File: config.mk
export PLATFORM = sky130hd
export DESIGN_NAME = audio_synth
export DESIGN_NICKNAME = d
export VERILOG_FILES = /design/src/rtl/audio_synth.sv
export SDC_FILE = /design/constraint.sdc
export NUM_CORES = 1
export LEC_CHECK = 0
export CORE_ASPECT_RATIO = 0.9
export CORE_MARGIN = 2
export CORE_UTILIZATION = 40
export CTS_CLUSTER_DIAMETER = 50
export DETAILED_ROUTE_END_ITERATION = 10
export HOLD_SLACK_MARGIN = 0.02
export SLEW_MARGIN = 40
export SYNTH_ARGS = -nofsm -noshare
export SYNTH_HDL_FRONTEND = slang
export SYNTH_SLANG_ARGS = --single-unit
File: constraint.sdc
create_clock -name clk -period 4.5 [get_ports clk]
set_input_delay 0.9 -clock clk [delete_from_list [all_inputs] [get_ports clk]]
set_output_delay 0.9 -clock clk [all_outputs]
set_load 0.02 [all_outputs]
File: src/rtl/audio_synth.sv
// Sequenced square-wave tone generator: a 16-step note ROM drives a phase
// accumulator whose MSB selects +/- half-envelope around the 8'h80 midpoint.
module audio_synth #(
    parameter int SAMPLE_DIV   = 256,
    parameter int STEP_SAMPLES = 6144,
    parameter int ENV_DIV      = 24
) (
    input  logic       clk,
    input  logic       rst_n,
    input  logic       enable,
    output logic [7:0] sample,
    output logic       sample_valid,
    output logic [3:0] step_idx
);

    localparam int DW = $clog2(SAMPLE_DIV);
    localparam int SW = (STEP_SAMPLES > 1) ? $clog2(STEP_SAMPLES) : 1;
    localparam int EW = (ENV_DIV > 1) ? $clog2(ENV_DIV) : 1;

    localparam logic [DW-1:0] DIV_LAST  = DW'(SAMPLE_DIV - 1);
    localparam logic [SW-1:0] STEP_LAST = SW'(STEP_SAMPLES - 1);
    localparam logic [EW-1:0] ENV_LAST  = EW'(ENV_DIV - 1);

    logic [DW-1:0] div_cnt;
    logic [15:0]   phase;
    logic [SW-1:0] sample_cnt;
    logic [EW-1:0] env_cnt;
    logic [7:0]    env;

    logic          tick;
    logic          step_end;
    logic [15:0]   inc;
    logic [15:0]   phase_n;
    logic [7:0]    half;
    logic [7:0]    sample_n;
    logic [3:0]    next_idx;
    logic [15:0]   next_inc;

    // Phase increment per sequencer step; zero entries are rests.
    function automatic logic [15:0] note_rom(input logic [3:0] idx);
        case (idx)
            4'd0:    note_rom = 16'd293;
            4'd2:    note_rom = 16'd329;
            4'd4:    note_rom = 16'd369;
            4'd6:    note_rom = 16'd391;
            4'd8:    note_rom = 16'd439;
            4'd10:   note_rom = 16'd391;
            4'd12:   note_rom = 16'd369;
            4'd14:   note_rom = 16'd329;
            default: note_rom = 16'd0;
        endcase
    endfunction

    always_comb begin
        tick     = enable && (div_cnt == DIV_LAST);
        step_end = (sample_cnt == STEP_LAST);
        inc      = note_rom(step_idx);
        phase_n  = phase + inc;
        half     = {1'b0, env[7:1]};
        sample_n = phase_n[15] ? (8'h80 + half) : (8'h80 - half);
        next_idx = step_idx + 4'd1;
        next_inc = note_rom(next_idx);
    end

    always_ff @(posedge clk) begin
        if (!rst_n) begin
            div_cnt      <= '0;
            phase        <= 16'h0000;
            sample_cnt   <= '0;
            env_cnt      <= '0;
            env          <= 8'hFF;
            step_idx     <= 4'd0;
            sample       <= 8'h80;
            sample_valid <= 1'b0;
        end else if (!enable) begin
            sample       <= 8'h80;
            sample_valid <= 1'b0;
        end else begin
            sample_valid <= tick;
            div_cnt      <= (div_cnt == DIV_LAST) ? '0 : div_cnt + DW'(1);
            if (tick) begin
                // Emitted sample always reflects the step that is ending.
                sample <= sample_n;
                if (step_end) begin
                    sample_cnt <= '0;
                    step_idx   <= next_idx;
                    phase      <= 16'h0000;
                    env_cnt    <= '0;
                    env        <= (next_inc != 16'd0) ? 8'hFF : 8'h00;
                end else begin
                    phase      <= phase_n;
                    sample_cnt <= sample_cnt + SW'(1);
                    if (env_cnt == ENV_LAST) begin
                        env_cnt <= '0;
                        env     <= (env != 8'h00) ? env - 8'h01 : 8'h00;
                    end else begin
                        env_cnt <= env_cnt + EW'(1);
                    end
                end
            end
        end
    end

endmodule
==> reports/results.txt, run 1 <==
Asr flop ratio synth: 0%
Final hold viol count: 0
Total design power: 1.165 mW
DP HPWL: 5248 um
Total GRT Usage: 16.54%
Post-Synthesis Cell Area: 3577 um^2
Layout cells sized above 1: 9.028%
Number of global-route vias before repair: 2712
Syn avg cell area: 8.641 um^2
Worst Tran Pin Value: 0.6609 ns
Final Skew: 0.01220 ns
TNS Setup: 0 ns
Post-synth top flop: dfxtp_1
CTS Buffer Depth: 2
Synth top area share: 39.17%
# diodes: 0
Post-Route WL: 7422 um
Largest net degree at the start of global routing: 28
Count of final setup violators: 0
Remaining antenna violation count after routing: 0
PnR worst setup slack: 1.434 ns
First-pass GRT wire length: 12890 um
Layout area overhead: 12.73%
Seq/Total Area, Yosys: 39.17%
Root buffer cell: clkbuf_8
Syn_nets: 435
CP bufs+invs: 1
RSZ-0062 raised after global routing: no
Core Util, Final: 46.63%
Critical path data arrival time: 3.28 ns
Filler instances: 873
Synth Warn #: 0
Most frequent cells in the layout: 70 x dfxtp_1, 49 x nor2_1, 39 x nand2_1
Peak supply drop: 0.2081 mV
Postcts setup bufs: 0
Nets: 448
Max FO, Critical Path: 12
Drt pass-1 iters: 4
# IOs: 16
Leak Pwr: 1.547 nW
Commonest non-fill, non-tap cell in the layout: dfxtp_1
Final Wtd Congestion: 0.8216
Via/cell ratio: 5.143
Pwr/cell area: 289.0 nW/um^2
Clock Latency Late Sink: 0.35 ns
Max-slew headroom: 55.77%
Row count: 32
Fmax: 326.1 MHz
Crit path max-delay family: simple AND/OR/NAND/NOR gates
CP startpoint kind: primary input
Count of cell types in the netlist: 57
Crit path max-delay cell type: clkdlybuf4s50_1
Worst Setup End Kind: register
Grt ovf: 0
Die H: 93.72 um
Initial antenna violation count: 0
Status: complete, no violations
H-tree Lvls: 3
Vias: 2834
Max-cap violation count: 0
Top area cells in the synthesized netlist: dfxtp_1 39%, ha_1 5.9%, nor2_1 5.1%
CTS tree: done
Violation count after the first detailed-routing iteration: 109
CTS Hold Buffers Added: 0
Max incr delay on CP: 0.60 ns
WS Path Type: primary input to register
Final min period: 3.066 ns
Hold crit path type: register to register
# DRC: 0
Clk slew on worst S/H paths: 0.08 ns
DR WL/cell: 13.47 um
Core Box Area: 8648 um^2
Seq cells post-synth: 70
Setup WS pre-CTS: 1.064 ns
Die area: 9716 um^2
Port-buffer cells: 15
Final Max Slew Viols: 0
Mapped Cells: 414
EDFF count, synth: 0
Period utilisation layout: 68.14%
CTS Buf Count: 9
Die extent in x: 103.7 um
Synth area leader: dfxtp_1
Resized cells post-CTS: 0
Initial core utilization: 41.36%
Hold slack: 0.4677 ns
Critical path, cell by cell: clkdlybuf4s50_1 > nand4_2 > nor2_2 > nand3_1 > o21ai_0 > or3b_2 > xor2_1 > nor2_1
Worst path required time: 4.71 ns
CTS Sinks: 70
where the power goes:
part | switching (mW) | internal, mW | total, mW
clock | 0.260 | 0.262 | 0.522
sequential | 0.00178 | 0.621 | 0.622
combinational | 0.0141 | 0.00653 | 0.0207
state kept, by name, summed over array words and instances, names as in the netlist:
name and count:
phase 16, sample 8, sample_valid 1, sample_cnt 13, step_idx 4, env 8
inc 7, div_cnt 8, env_cnt 5
layout make-up:
| cell class | instances | area [um^2] | area share (%) |
|---|---|---|---|
| Clock buffer | 9 | 123.9 | 3.072 |
| Clock inverter | 7 | 80.08 | 1.986 |
| Inverter | 14 | 52.55 | 1.303 |
| Multi-Input combinational cell | 315 | 2061 | 51.10 |
| Sequential cell | 70 | 1401 | 34.75 |
| Tap cell | 119 | 148.9 | 3.692 |
| Timing Repair Buffer | 17 | 165.2 | 4.096 |
metal layers:
metal / global-route usage, % / wire length, um
met1: 22.78 / 3859
met2: 25.61 / 3153
met3: 3.745 / 304
met4: 5.856 / 105
met5: 0 / 0
final timing paths:
| kind | startpoint | to | slack (ns) | cells past startpoint |
|---|---|---|---|---|
| min reg2reg | phase[8] | phase[8] | 0.47 | 2 |
| max | enable | phase[14] | 1.43 | 8 |
| max reg2reg | phase[0] | phase[14] | 1.78 | 10 |
| min | phase[8] | phase[8] | 0.47 | 2 |
per-stage QoR:
stage | std cells | instance area (um^2)
after floorplan | 414 | 3577
after global placement | 535 | 3829
after detailed placement | 535 | 3829
after CTS | 551 | 4033
after global routing | 551 | 4033
final | 551 | 4033
cell families (layout without fill, tap and decap cells):
| group | Yosys count | after routing | synth area share [%] |
|---|---|---|---|
| AND/OR/NAND/NOR | 179 | 179 | 25.46 |
| AO/OA/AOI/OAI | 82 | 82 | 15.95 |
| flip-flops | 70 | 70 | 39.17 |
| buffers and inverters | 29 | 47 | 3.218 |
| XOR/XNOR | 27 | 27 | 7.135 |
| adder cells (fa/ha/maj) | 18 | 18 | 6.506 |
| multiplexers | 9 | 9 | 2.553 |
worst min-delay path: stages (launching register included):
cell	delay (ns)
dfxtp_1	0.34
nand2_1	0.05
o21ai_0	0.06
synthesized netlist by cell type (8+ instances only):
| master | number |
|---|---|
| nand2b_1 | 10 |
| nand4_1 | 9 |
| nor2_1 | 49 |
| mux2i_1 | 8 |
| a21oi_1 | 16 |
| xnor2_1 | 10 |
| nand2_1 | 39 |
| xor2_1 | 16 |
| ha_1 | 17 |
| clkbuf_1 | 10 |
| nand3_1 | 18 |
| nor3_1 | 12 |
| dfxtp_1 | 70 |
| inv_1 | 14 |
| o21ai_0 | 29 |
(Power assumes the default switching activity.)
==> run 2, diff against run 1 <==
clock period = 2.9 ns   (was 4.5 ns; I/O delays follow)
==> run 2 against run 1 <==
  * Cell count up 1.8%
  * Total power rose by 46%
  * Register-to-register slack lost 1.5 ns
==> reports/results.txt, run 2 (synthesized netlist as in run 1, its figures left out) <==
Status: complete, no violations
Most frequent cells in the layout: 70 x dfxtp_1, 49 x nor2_1, 39 x nand2_1
# diodes: 0 (unchanged)
Core Util, Final: 47.31% (+0.68 points)
Final Wtd Congestion: 0.7931 (-3.5%)
CTS tree: done
Final min period: 2.664 ns
Max incr delay on CP: 0.39 ns (-0.21 ns)
CTS Buffer Depth: 2 (unchanged)
Die area: 9716 um^2 (unchanged)
Period utilisation layout: 91.85%
Pwr/cell area: 416.5 nW/um^2 (+44%)
Max-cap violation count: 0 (unchanged)
Total GRT Usage: 16.04% (-0.50 points)
Remaining antenna violation count after routing: 0 (unchanged)
Core Box Area: 8648 um^2 (unchanged)
Final Skew: 0.008273 ns (-0.003925 ns)
Drt pass-1 iters: 4 (unchanged)
Filler instances: 865 (-0.92%)
Via/cell ratio: 5.176 (+0.64%)
Die H: 93.72 um (unchanged)
Max-slew headroom: 57.51% (+1.7 points)
Largest net degree at the start of global routing: 28 (unchanged)
Total design power: 1.704 mW (+46%)
First-pass GRT wire length: 12520 um (-2.9%)
Root buffer cell: clkbuf_8
DR WL/cell: 13.05 um (-3.1%)
WS Path Type: register to register
Port-buffer cells: 15 (unchanged)
Layout cells sized above 1: 11.09% (+2.1 points)
Top Registers: phase (16), sample_cnt (13)
Dpl cells: 545 (+1.9%)
Placed Area: 3916 um^2 (+2.3%)
Critical path data arrival time: 2.91 ns (-0.37 ns)
Critical path, cell by cell: ha_1 > a211oi_2 > o21ai_2 > o311a_4 > o31a_4 > xnor2_4 > mux2_2 > nor4_1
Number of global-route vias before repair: 2673 (-1.4%)
# DRC: 0 (unchanged)
Hold crit path type: register to register
Violation count after the first detailed-routing iteration: 71 (-35%)
Worst path required time: 3.15 ns (-1.56 ns)
Post-Route WL: 7320 um (-1.4%)
Postcts setup bufs: 0 (unchanged)
Commonest non-fill, non-tap cell in the layout: dfxtp_1
Largest register FFs: 16 (unchanged)
Leak Pwr: 1.588 nW (+2.6%)
Worst Setup End Kind: register
Peak supply drop: 0.2397 mV (+15%)
Die extent in x: 103.7 um (unchanged)
Initial core utilization: 41.36% (unchanged)
Row count: 32 (unchanged)
CP bufs+invs: 0 (-1)
Grt ovf: 0 (unchanged)
# IOs: 16 (unchanged)
Setup WS pre-CTS: 0.2298 ns (-0.8339 ns)
Max FO, Critical Path: 8 (-4)
Fmax: 375.4 MHz
Vias: 2904 (+2.5%)
Hold slack: 0.4644 ns (-0.003253 ns)
CTS Buf Count: 9 (unchanged)
RSZ-0062 raised after global routing: no
CP startpoint kind: register
CTS Sinks: 70 (unchanged)
H-tree Lvls: 3 (unchanged)
DP HPWL: 5267 um (+0.35%)
Final Max Slew Viols: 0 (unchanged)
PnR worst setup slack: 0.2363 ns (-1.197 ns)
Nets: 458 (+2.2%)
Worst Tran Pin Value: 0.6320 ns (-0.02898 ns)
Non-Filler Instances: 561 (+1.8%)
Crit path max-delay cell type: mux2_2
Most flop-heavy register: phase
Resized cells post-CTS: 0 (unchanged)
Design Area, Final: 4091 um^2 (+1.5%)
Crit path max-delay family: compound AO/OA/AOI/OAI gates
Clock Latency Late Sink: 0.34 ns (about the same)
TNS Setup: 0 ns (unchanged)
Count of final setup violators: 0 (unchanged)
CTS Hold Buffers Added: 0 (unchanged)
Layout area overhead: 14.38%
Clk slew on worst S/H paths: 0.08 ns (about the same)
Final hold viol count: 0 (unchanged)
Initial antenna violation count: 0 (unchanged)
[run 2: cell type report]
class | instances | area, um^2 | share of cell area, %
Multi-Input combinational cell | 315 | 2061 | 50.37
Sequential cell | 70 | 1401 | 34.25
Timing Repair Buffer | 27 | 252.7 | 6.177
Tap cell | 119 | 148.9 | 3.639
Clock buffer | 10 | 137.6 | 3.364
Inverter | 14 | 52.55 | 1.284
Clock inverter | 6 | 37.54 | 0.9174
[run 2: tightest hold or removal path, stage by stage (launching register included)]
cell and delay, ns:
dfxtp_1 0.33, nand2_1 0.05, o21ai_0 0.06
[run 2: report_power, final]
group	total [mW]	leakage [nW]	switching, mW	internal, mW
clock network	0.703	0.0841	0.374	0.329
logic	0.0355	0.939	0.0227	0.0128
registers	0.966	0.564	0.00276	0.963
[run 2: path summary, 6_finish.rpt]
kind | cells past startpoint | slack [ns] | endpoint | from
worst max-delay path | 8 | 0.24 | sample[2] | phase[1]
worst min-delay path | 2 | 0.46 | phase[8] | phase[8]
worst max register to register | 8 | 0.24 | sample[2] | phase[1]
worst min register to register | 2 | 0.46 | phase[8] | phase[8]
[run 2: per-layer routing]
layer / track usage, % / share of wire (%) / vias up
li1: - / - / 1501
met2: 25.06 / 44 / 41
met4: 6.081 / 1.2 / 0
met5: 0 / 0 / -
met1: 21.50 / 51 / 1354
met3: 4.022 / 3.5 / 8
==> run 3, diff against run 2 <==
PLACE_DENSITY = 0.67   (was default)
==> run 3 against run 2 <==
  * Total power increased by 6.5%
  * Final area about the same
  * Clock power increased by 16%
  * Global-route usage decreased by 0.44 points
  * Critical path depth unchanged
  * Non-clock buffer count decreased by 3
  * Combinational power increased by 1%
  * Count of clock-buffer cells in the layout increased by 1
  * Clock skew decreased by 0.0024 ns
  * Worst hold slack improved by 0.0011 ns
  * Utilization about the same
==> reports/results.txt, run 3 (synthesized netlist as in run 1, its figures left out) <==
Drt pass-1 iters: 4 (unchanged)
Postcts setup bufs: 0 (unchanged)
CTS Hold Buffers Added: 0 (unchanged)
Final hold viol count: 0 (unchanged)
# IOs: 16 (unchanged)
Hold path start: phase[8]
Storage cell area: 1401 um^2 (unchanged)
Max-slew headroom: 55.17% (-2.3 points)
Violation count after the first detailed-routing iteration: 109 (+54%)
RSZ-0062 raised after global routing: no
Initial core utilization: 41.36% (unchanged)
Clk slew on worst S/H paths: 0.07 ns (about the same)
Root buffer cell: clkbuf_8
Die H: 93.72 um (unchanged)
Worst Tran Pin Value: 0.6668 ns (+0.03486 ns)
Row count: 32 (unchanged)
Nets: 455 (-0.66%)
Worst path required time: 3.16 ns (about the same)
TNS Setup: 0 ns (unchanged)
Die area: 9716 um^2 (unchanged)
Final min period: 2.692 ns (+0.02875 ns)
Leak Pwr: 1.583 nW (-0.30%)
Via/cell ratio: 5.226 (+0.95%)
CTS Sinks: 70 (unchanged)
Resized cells post-CTS: 0 (unchanged)
DR WL/cell: 13.23 um (+1.4%)
Critical path, cell by cell: ha_1 > a211oi_2 > o21ai_2 > o311a_4 > o31a_4 > xnor2_4 > mux2_2 > nor4_1
Vias: 2916 (+0.41%)
Commonest non-fill, non-tap cell in the layout: dfxtp_1
Fmax: 371.4 MHz (-1.1%)
DP HPWL: 5280 um (+0.24%)
Clock Latency Late Sink: 0.35 ns (about the same)
R2R depth: 8 (unchanged)
End point of the critical path: sample[2]
Layout area overhead: 14.34% (about the same)
Critical path data arrival time: 2.95 ns (+0.04 ns)
Pwr/cell area: 443.6 nW/um^2 (+6.5%)
Status: complete, no violations
Max FO, Critical Path: 8 (unchanged)
FF-to-FF Start: inc[7]
Number of global-route vias before repair: 2670 (-0.11%)
Die extent in x: 103.7 um (unchanged)
Most frequent cells in the layout: 70 x dfxtp_1, 49 x nor2_1, 39 x nand2_1
CTS tree: done
Hold crit path type: register to register
Peak supply drop: 0.3223 mV (+34%)
# diodes: 0 (unchanged)
Reg2reg end: sample[2]
Remaining antenna violation count after routing: 0 (unchanged)
Largest register FFs: 16 (unchanged)
Most flop-heavy register: phase
Multi-input logic area: 2061 um^2 (unchanged)
# DRC: 0 (unchanged)
Max incr delay on CP: 0.38 ns (about the same)
Largest net degree at the start of global routing: 28 (unchanged)
Total design power: 1.814 mW (+6.5%)
Crit path max-delay cell type: mux2_2
Filler instances: 850 (-1.7%)
H-tree Lvls: 3 (unchanged)
Layout cells sized above 1: 10.48% (-0.61 points)
Max-cap violation count: 0 (unchanged)
First-pass GRT wire length: 12240 um (-2.2%)
CTS Buf Count: 9 (unchanged)
Total GRT Usage: 15.59% (-0.44 points)
Post-Route WL: 7380 um (+0.82%)
CP startpoint kind: register
Count of final setup violators: 0 (unchanged)
Final Max Slew Viols: 0 (unchanged)
Worst Setup End Kind: register
Worst setup path startpoint: inc[7]
Final Wtd Congestion: 0.7838 (-1.2%)
Final Skew: 0.005919 ns (-0.002355 ns)
Hold depth: 2 (unchanged)
Non-Filler Instances: 558 (-0.53%)
Core Box Area: 8648 um^2 (unchanged)
Top Registers: phase (16), sample_cnt (13)
CTS Buffer Depth: 2 (unchanged)
Grt ovf: 0 (unchanged)
Dpl cells: 542 (-0.55%)
Setup slack, reg-to-reg: 0.21 ns (-0.03 ns)
WS Path Type: register to register
Initial antenna violation count: 0 (unchanged)
Port-buffer cells: 15 (unchanged)
Period utilisation layout: 92.84% (+0.99 points)
[run 3: cell types whose count changed in the layout (fill, tap and decap cells not counted), sizes merged]
cell    previous run  this run
bufinv             0         1
buf               12         9
clkbuf            10        11
clkinv             3         1
[run 3: final cells by class]
cell class | instances | area share (%)
Clock buffer | 11 | 3.701
Clock inverter | 5 | 1.407
Inverter | 14 | 1.285
Multi-Input combinational cell | 315 | 50.38
Sequential cell | 70 | 34.26
Tap cell | 119 | 3.640
Timing Repair Buffer | 24 | 5.323
[run 3: power breakdown]
| part | leakage [nW] | switching, mW | internal [mW] |
|---|---|---|---|
| clock network | 0.0976 | 0.370 | 0.442 |
| logic | 0.921 | 0.0231 | 0.0129 |
| registers | 0.564 | 0.00300 | 0.964 |
[run 3: how the worst min path moves through the flow]
stage | to
after floorplan | phase[3]
after detailed placement | phase[8]
after global placement | phase[7]
after CTS | phase[8]
final | phase[8]
after global routing | phase[5]
[run 3: critical path, delay by kind of cell, from the launching register on]
kind,cells,cell delay [ns]
AO/OA/AOI/OAI,4,1.06
multiplexers,1,0.38
flip-flops,1,0.34
adder cells (fa/ha/maj),1,0.31
XOR/XNOR,1,0.30
AND/OR/NAND/NOR,1,0.22
[run 3: routing by layer]
layer	global-route usage (%)	share of wire, %	vias up
li1	-	-	1500
met1	20.24	51	1372
met2	25.22	44	32
met3	3.745	3.0	12
met4	6.194	1.4	0
met5	0	0	-
[run 3: stage by stage]
step / setup WS, ns / area, um^2 / util (%) / hold slack, ns
CTS: 0.2295 / 4090 / 47.29 / 0.4725
global route: 0.08279 / 4090 / 47.29 / 0.4877
floorplan: 0.4599 / 3577 / - / 0.4315
detailed placement: 0.1544 / 3881 / 44.88 / 0.4516
finish: 0.2076 / 4090 / 47.29 / 0.4655
global placement: 0.2037 / 3881 / 44.88 / 0.4408
